==> config.mk <==
export PLATFORM = sky130hd
export DESIGN_NAME = box_fill_engine
export DESIGN_NICKNAME = d
export VERILOG_FILES = /design/src/rtl/tetris_pkg.sv /design/src/rtl/box_fill_engine_raster_counter.sv /design/src/rtl/box_fill_engine.sv
export SDC_FILE = /design/constraint.sdc
export NUM_CORES = 1
export LEC_CHECK = 0
export ABC_AREA = 1
export ABC_CLOCK_PERIOD_IN_PS = 2700
export BUFFER_PORTS_ARGS = -buffer_cell sky130_fd_sc_hd__buf_2
export CAP_MARGIN = 10
export CORE_UTILIZATION = 55
export CTS_BUF_LIST = sky130_fd_sc_hd__clkbuf_4 sky130_fd_sc_hd__clkbuf_8
export DETAILED_ROUTE_END_ITERATION = 10
export HOLD_SLACK_MARGIN = 0.06
export PLACE_DENSITY = 0.79
export SLEW_MARGIN = 20
export SYNTH_ARGS = -nofsm -noshare
export SYNTH_HDL_FRONTEND = slang
export SYNTH_SLANG_ARGS = --single-unit
==> constraint.sdc <==
create_clock -name CLOCK_50 -period 2.7 [get_ports CLOCK_50]
set_input_delay 0.54 -clock CLOCK_50 [delete_from_list [all_inputs] [get_ports CLOCK_50]]
set_output_delay 0.54 -clock CLOCK_50 [all_outputs]
set_load 0.1 [all_outputs]
==> src/rtl/tetris_pkg.sv <==
// Shared constants and types for the tetris drawing datapath.
package tetris_pkg;
    localparam int CELL_W = 64;
    localparam int CELL_H = 24;
    localparam int SCR_W  = 640;
    localparam int SCR_H  = 480;

    localparam logic [8:0] BG    = 9'd0;
    localparam logic [8:0] PIECE = 9'b111_000_111;

    typedef enum logic [1:0] {
        IDLE = 2'd0,
        FILL = 2'd1,
        DONE = 2'd2
    } fill_state_e;
endpackage

==> src/rtl/box_fill_engine_raster_counter.sv <==
// Raster-order column/row counter over a W x H box with clear, enable and last flag.
module raster_counter #(
    parameter int W   = 64,
    parameter int H   = 24,
    parameter int CXW = (W > 1) ? $clog2(W) : 1,
    parameter int CYW = (H > 1) ? $clog2(H) : 1
) (
    input  logic           CLOCK_50,
    input  logic           resetn,
    input  logic           clear,
    input  logic           en,
    output logic [CXW-1:0] cx,
    output logic [CYW-1:0] cy,
    output logic           last
);
    localparam logic [CXW-1:0] CX_MAX = CXW'(W - 1);
    localparam logic [CYW-1:0] CY_MAX = CYW'(H - 1);

    // Explicit wrap compares keep non-power-of-two box sizes correct.
    always_ff @(posedge CLOCK_50 or negedge resetn) begin
        if (!resetn) begin
            cx <= '0;
            cy <= '0;
        end else if (clear) begin
            cx <= '0;
            cy <= '0;
        end else if (en) begin
            if (cx == CX_MAX) begin
                cx <= '0;
                if (cy == CY_MAX) cy <= '0;
                else              cy <= cy + 1'b1;
            end else begin
                cx <= cx + 1'b1;
            end
        end
    end

    assign last = (cx == CX_MAX) && (cy == CY_MAX);
endmodule

==> src/rtl/box_fill_engine.sv <==
// Streams a clipped BOX_W x BOX_H rectangle of one colour into the framebuffer port.
// Handshake: start is taken when busy=0; a pixel is written on a cycle with plot && fb_ready.
module box_fill_engine
    import tetris_pkg::*;
#(
    parameter int BOX_W = tetris_pkg::CELL_W,
    parameter int BOX_H = tetris_pkg::CELL_H,
    parameter int XW    = 10,
    parameter int YW    = 9,
    parameter int CW    = 9,
    parameter int SCR_W = tetris_pkg::SCR_W,
    parameter int SCR_H = tetris_pkg::SCR_H
) (
    input  logic          CLOCK_50,
    input  logic          resetn,
    input  logic          start,
    input  logic [XW-1:0] x0,
    input  logic [YW-1:0] y0,
    input  logic [CW-1:0] color,
    output logic          busy,
    output logic          done,
    output logic          plot,
    output logic [XW-1:0] px,
    output logic [YW-1:0] py,
    output logic [CW-1:0] pcolor,
    input  logic          fb_ready
);
    localparam int CXW = (BOX_W > 1) ? $clog2(BOX_W) : 1;
    localparam int CYW = (BOX_H > 1) ? $clog2(BOX_H) : 1;
    localparam logic [XW:0] X_LIM = (XW + 1)'(SCR_W);
    localparam logic [YW:0] Y_LIM = (YW + 1)'(SCR_H);

    fill_state_e    state;
    logic [XW-1:0]  bx;
    logic [YW-1:0]  by;
    logic [CW-1:0]  bcol;
    logic [CXW-1:0] cx;
    logic [CYW-1:0] cy;
    logic           last;
    logic [XW:0]    sum_x;
    logic [YW:0]    sum_y;
    logic           on_screen;
    logic           accept;
    logic           advance;

    // One extra bit so boxes hanging past the coordinate range still clip.
    assign sum_x     = {1'b0, bx} + (XW + 1)'(cx);
    assign sum_y     = {1'b0, by} + (YW + 1)'(cy);
    assign on_screen = (sum_x < X_LIM) && (sum_y < Y_LIM);

    assign accept  = start && (state != FILL);
    assign advance = (state == FILL) && (!on_screen || fb_ready);

    assign busy   = (state == FILL);
    assign done   = (state == DONE);
    assign plot   = (state == FILL) && on_screen;
    assign px     = sum_x[XW-1:0];
    assign py     = sum_y[YW-1:0];
    assign pcolor = bcol;

    raster_counter #(
        .W   (BOX_W),
        .H   (BOX_H),
        .CXW (CXW),
        .CYW (CYW)
    ) u_raster (
        .CLOCK_50 (CLOCK_50),
        .resetn   (resetn),
        .clear    (accept),
        .en       (advance),
        .cx       (cx),
        .cy       (cy),
        .last     (last)
    );

    always_ff @(posedge CLOCK_50 or negedge resetn) begin
        if (!resetn) begin
            state <= IDLE;
            bx    <= '0;
            by    <= '0;
            bcol  <= '0;
        end else begin
            if (accept) begin
                bx   <= x0;
                by   <= y0;
                bcol <= color;
            end
            case (state)
                IDLE:    if (start) state <= FILL;
                FILL:    if (advance && last) state <= DONE;
                DONE:    state <= start ? FILL : IDLE;
                default: state <= IDLE;
            endcase
        end
    end
endmodule

==> insert_results.sql <==
INSERT INTO impl_metrics (metric_group, metric, value, unit) VALUES
('run_status', 'run_status', 'finished with violations', ''),
('run_status', 'violations', 'negative setup slack', ''),
('yosys', 'main_combinational_cell_family_by_area_after_synthesis', 'simple AND/OR/NAND/NOR gates', ''),
('placement', 'placement.setup.worst_slack', '32.4', 'ps'),
('power_and_ir_drop', 'pwr_density_cell', '358', 'nW/um2'),
('setup_path', 'critPathSlowestCell', 'sky130_fd_sc_hd__dfrtp_1', ''),
('setup_path', 'reg2regPathDepth', '19', ''),
('route', 'antenna_left', '0', ''),
('yosys', 'synth_seq_cells', '41', ''),
('clock_network', 'cts-root-buf', 'sky130_fd_sc_hd__clkbuf_8', ''),
('job', 'max_cap_viol_count', '0', ''),
('yosys', 'yosys_warning_count', '0', ''),
('final_layout', 'areaGrowthSynthToFinish', '35.9', '%'),
('clock_network', 'cts_tree', 'done', ''),
('clock_network', 'cts.path.max_buffers', '2', ''),
('yosys', 'mux_share_of_post_synthesis_cell_area', '0', '%'),
('sta', 'min_period', '2850', 'ps'),
('yosys', 'net_count_synth', '389', ''),
('setup_path', 'worstReg2RegStart', 'u_raster.cx[0]', ''),
('setup_path', 'cp.arrival', '2310', 'ps'),
('setup_path', 'worstPathCellList', 'ha_2 > inv_2 > fa_2 > inv_2 > nand2_2 > nand2_2 > nand3_2 > nand2_2 > nand2_2 > nand2_2 > nor2_2 > nand3_2 > nand3_2 > nor2_4 > buf_12', ''),
('yosys', 'yosys_most_used_dff', 'sky130_fd_sc_hd__dfrtp_1', ''),
('route', 'drtPass1Iterations', '5', ''),
('route', 'wire_per_inst', '13.8', 'um'),
('die', 'std_cell_rows', '24', ''),
('die', 'die-width', '69.9', 'um'),
('sta', 'slew-limit-headroom', '39.5', '%'),
('die', 'die_h', '69.9', 'um'),
('route', 'drc', '0', ''),
('grt', 'grt_max_degree', '42', ''),
('clock_network', 'cts_made_buffers', '5', ''),
('yosys', 'yosys.area_share.simple', '36.0', '%'),
('hold_path', 'worstHoldPathType', 'in2async', ''),
('setup_path', 'critPathCaptureType', 'output pin', ''),
('yosys', 'syn_area_per_cell', '7.42', 'um2'),
('yosys', 'ys_async_sr_fraction', '100', '%'),
('setup_path', 'cp.required', '2160', 'ps'),
('yosys', 'ys_seq_area_share', '40.4', '%'),
('yosys', 'syn-instance-count', '342', ''),
('clock_network', 'cts_num_sinks', '41', ''),
('yosys', 'synth_compound_gate_area_share', '4.34', '%'),
('placement', 'gpl.final_weighted_congestion', '0.882', ''),
('clock_network', 'cts_max_level', '2', ''),
('setup_path', 'critical_path.startpoint_type', 'flop', ''),
('yosys', 'synth_enable_flop_cells', '0', ''),
('route', 'vias_per_cell', '5.27', ''),
('setup_path', 'regToRegEndpoint', 'u_raster.cx[2]', ''),
('sta', 'skew', '3.54', 'ps'),
('setup_path', 'maximum_fanout_along_the_worst_path', '3', ''),
('sta', 'final.setup.worst_slack', '-153', 'ps'),
('yosys', 'synth-adder-area-share', '7.98', '%'),
('die', 'core_area', '4380', 'um2'),
('die', 'start_util', '57.9', '%'),
('sta', 'actual_transition_at_the_worst_max_transition_pin', '907', 'ps'),
('placement', 'hpwlAfterDp', '4250', 'um'),
('power_and_ir_drop', 'leakagePower', '1.95', 'nW'),
('yosys', 'yosys.cell_types.count', '31', ''),
('clock_network', 'clk_transition_reported_paths', '80', 'ps'),
('final_layout', 'antenna-diode-count', '0', ''),
('grt', 'gr-usage-all-layers', '26.3', '%'),
('sta', 'rsz0062_at_grt', 'true', ''),
('grt', 'grt_first_pass_wirelength', '10100', 'um'),
('die', 'floorplan.io_pins', '63', ''),
('clock_network', 'clk-insertion-delay-late', '300', 'ps'),
('route', 'detailroute.via_count', '2489', ''),
('setup_path', 'slowest_delay', '390', 'ps'),
('sta', 'hold_viol', '0', ''),
('setup_path', 'worst_path_most_repeated_cell', 'sky130_fd_sc_hd__nand2_2', ''),
('grt', 'grt_overflow', '0', ''),
('route', 'drt_wl_total', '6540', 'um'),
('sta', 'finalSetupViolations', '1', '');
==> layer usage <==
layer,up-vias,global-route usage (%),share of wire [%]
met5,-,0,0
li1,1208,-,-
met1,1141,33.0,41
met4,0,12.0,2.8
met2,118,44.6,51
met3,22,4.18,4.6
==> kinds of logic after synthesis <==
kind of cell	Yosys count
and+or+nand+nor	210
buffers and inverters	46
DFF	41
AOI/OAI and AO/OA	18
adders and majority gates	15
xor gates and xnor gates	12
==> where the power goes <==
group	leakage, nW	switching [W]	internal [W]
registers	0.512	0	0.000613
logic	1.37	0.0000182	0.0000155
clock network	0.0681	0.000219	0.000367
==> state kept, by name, summed over array words and instances, names as in the netlist <==
register     count
u_raster.cy      5
u_raster.cx      6
state            2
pcolor           9
bx              10
by               9
==> cells in the final DEF (no fill, tap or decap), drive strengths merged <==
cell    instances
bufinv          2
xnor2           5
clkinv          2
a21boi          1
fa              2
a211oi          1
nor2           29
nand3          26
a21oi           2
ha             13
inv            38
nand4           2
dfrtp          41
nor3b           2
and2            1
nand2         148
or2             2
clkbuf          6
a31oi           1
xor2            7
a21o            1
o21ai          12
buf            76
==> layout make-up <==
cell class | instances | area [um2]
Tap cell | 52 | 65.1
Clock inverter | 3 | 65.1
Inverter | 39 | 146
Fill cell | 294 | 935
Timing Repair Buffer | 77 | 553
Multi-Input combinational cell | 255 | 1530
Sequential cell | 41 | 1030
Clock buffer | 5 | 68.8
==> critical path, delay by kind of cell (launching register included) <==
family        cells  cell delay, ps
buf+inv           3             300
fa+ha+maj         2             560
flops             1             390
simple gates     10             790
==> worst min-delay path by stage <==
stage / end / slack, ps / cells after the start
3_5_place_dp: pcolor[1] / 460 / 2
3_3_place_gp: pcolor[1] / 460 / 2
2_1_floorplan: bx[0] / 240 / 0
6_report: by[2] / 360 / 1
5_1_grt: bx[1] / 430 / 3
4_1_cts: pcolor[5] / 410 / 1
==> stage by stage <==
step	hold slack, ps	std cells	util [%]	area [um2]	setup TNS (ps)
2_1_floorplan	244	342	-	2600	-898
3_3_place_gp	458	452	70.4	3090	0
3_5_place_dp	461	452	70.4	3090	0
4_1_cts	405	468	76.2	3340	-179
5_1_grt	432	472	78.7	3450	-1480
6_report	363	472	78.7	3450	-153
==> cell usage after synthesis, types with 2 or more instances <==
library cell               number  area share [%]
sky130_fd_sc_hd__nand3_1       18             3.5
sky130_fd_sc_hd__xor2_1         7             2.4
sky130_fd_sc_hd__ha_1          13             6.4
sky130_fd_sc_hd__nor2_1        27             4.0
sky130_fd_sc_hd__xnor2_1        5             1.7
sky130_fd_sc_hd__or2_1          2            0.49
sky130_fd_sc_hd__clkbuf_1       4            0.59
sky130_fd_sc_hd__nor3b_1        2            0.59
sky130_fd_sc_hd__nand3_2        8             3.2
sky130_fd_sc_hd__dfrtp_1       41              40
sky130_fd_sc_hd__o21ai_0        9             1.8
sky130_fd_sc_hd__inv_2          4            0.59
sky130_fd_sc_hd__o21ai_2        2            0.69
sky130_fd_sc_hd__buf_1          2            0.30
sky130_fd_sc_hd__a21oi_1        2            0.39
sky130_fd_sc_hd__nor2_2         2            0.49
sky130_fd_sc_hd__fa_1           2             1.6
sky130_fd_sc_hd__inv_1         34             5.0
sky130_fd_sc_hd__nand2_1      141              21
sky130_fd_sc_hd__nand2_2        6             1.5
==> repair_timing <==
item,CTS,global route
setup endpoints to repair,6,17
hold buffers,0,0
pin swaps,10,8
gates resized for setup,18,16
buffers inserted,8,4
gates cloned,0,0
Power figures use the tool's default switching activity.
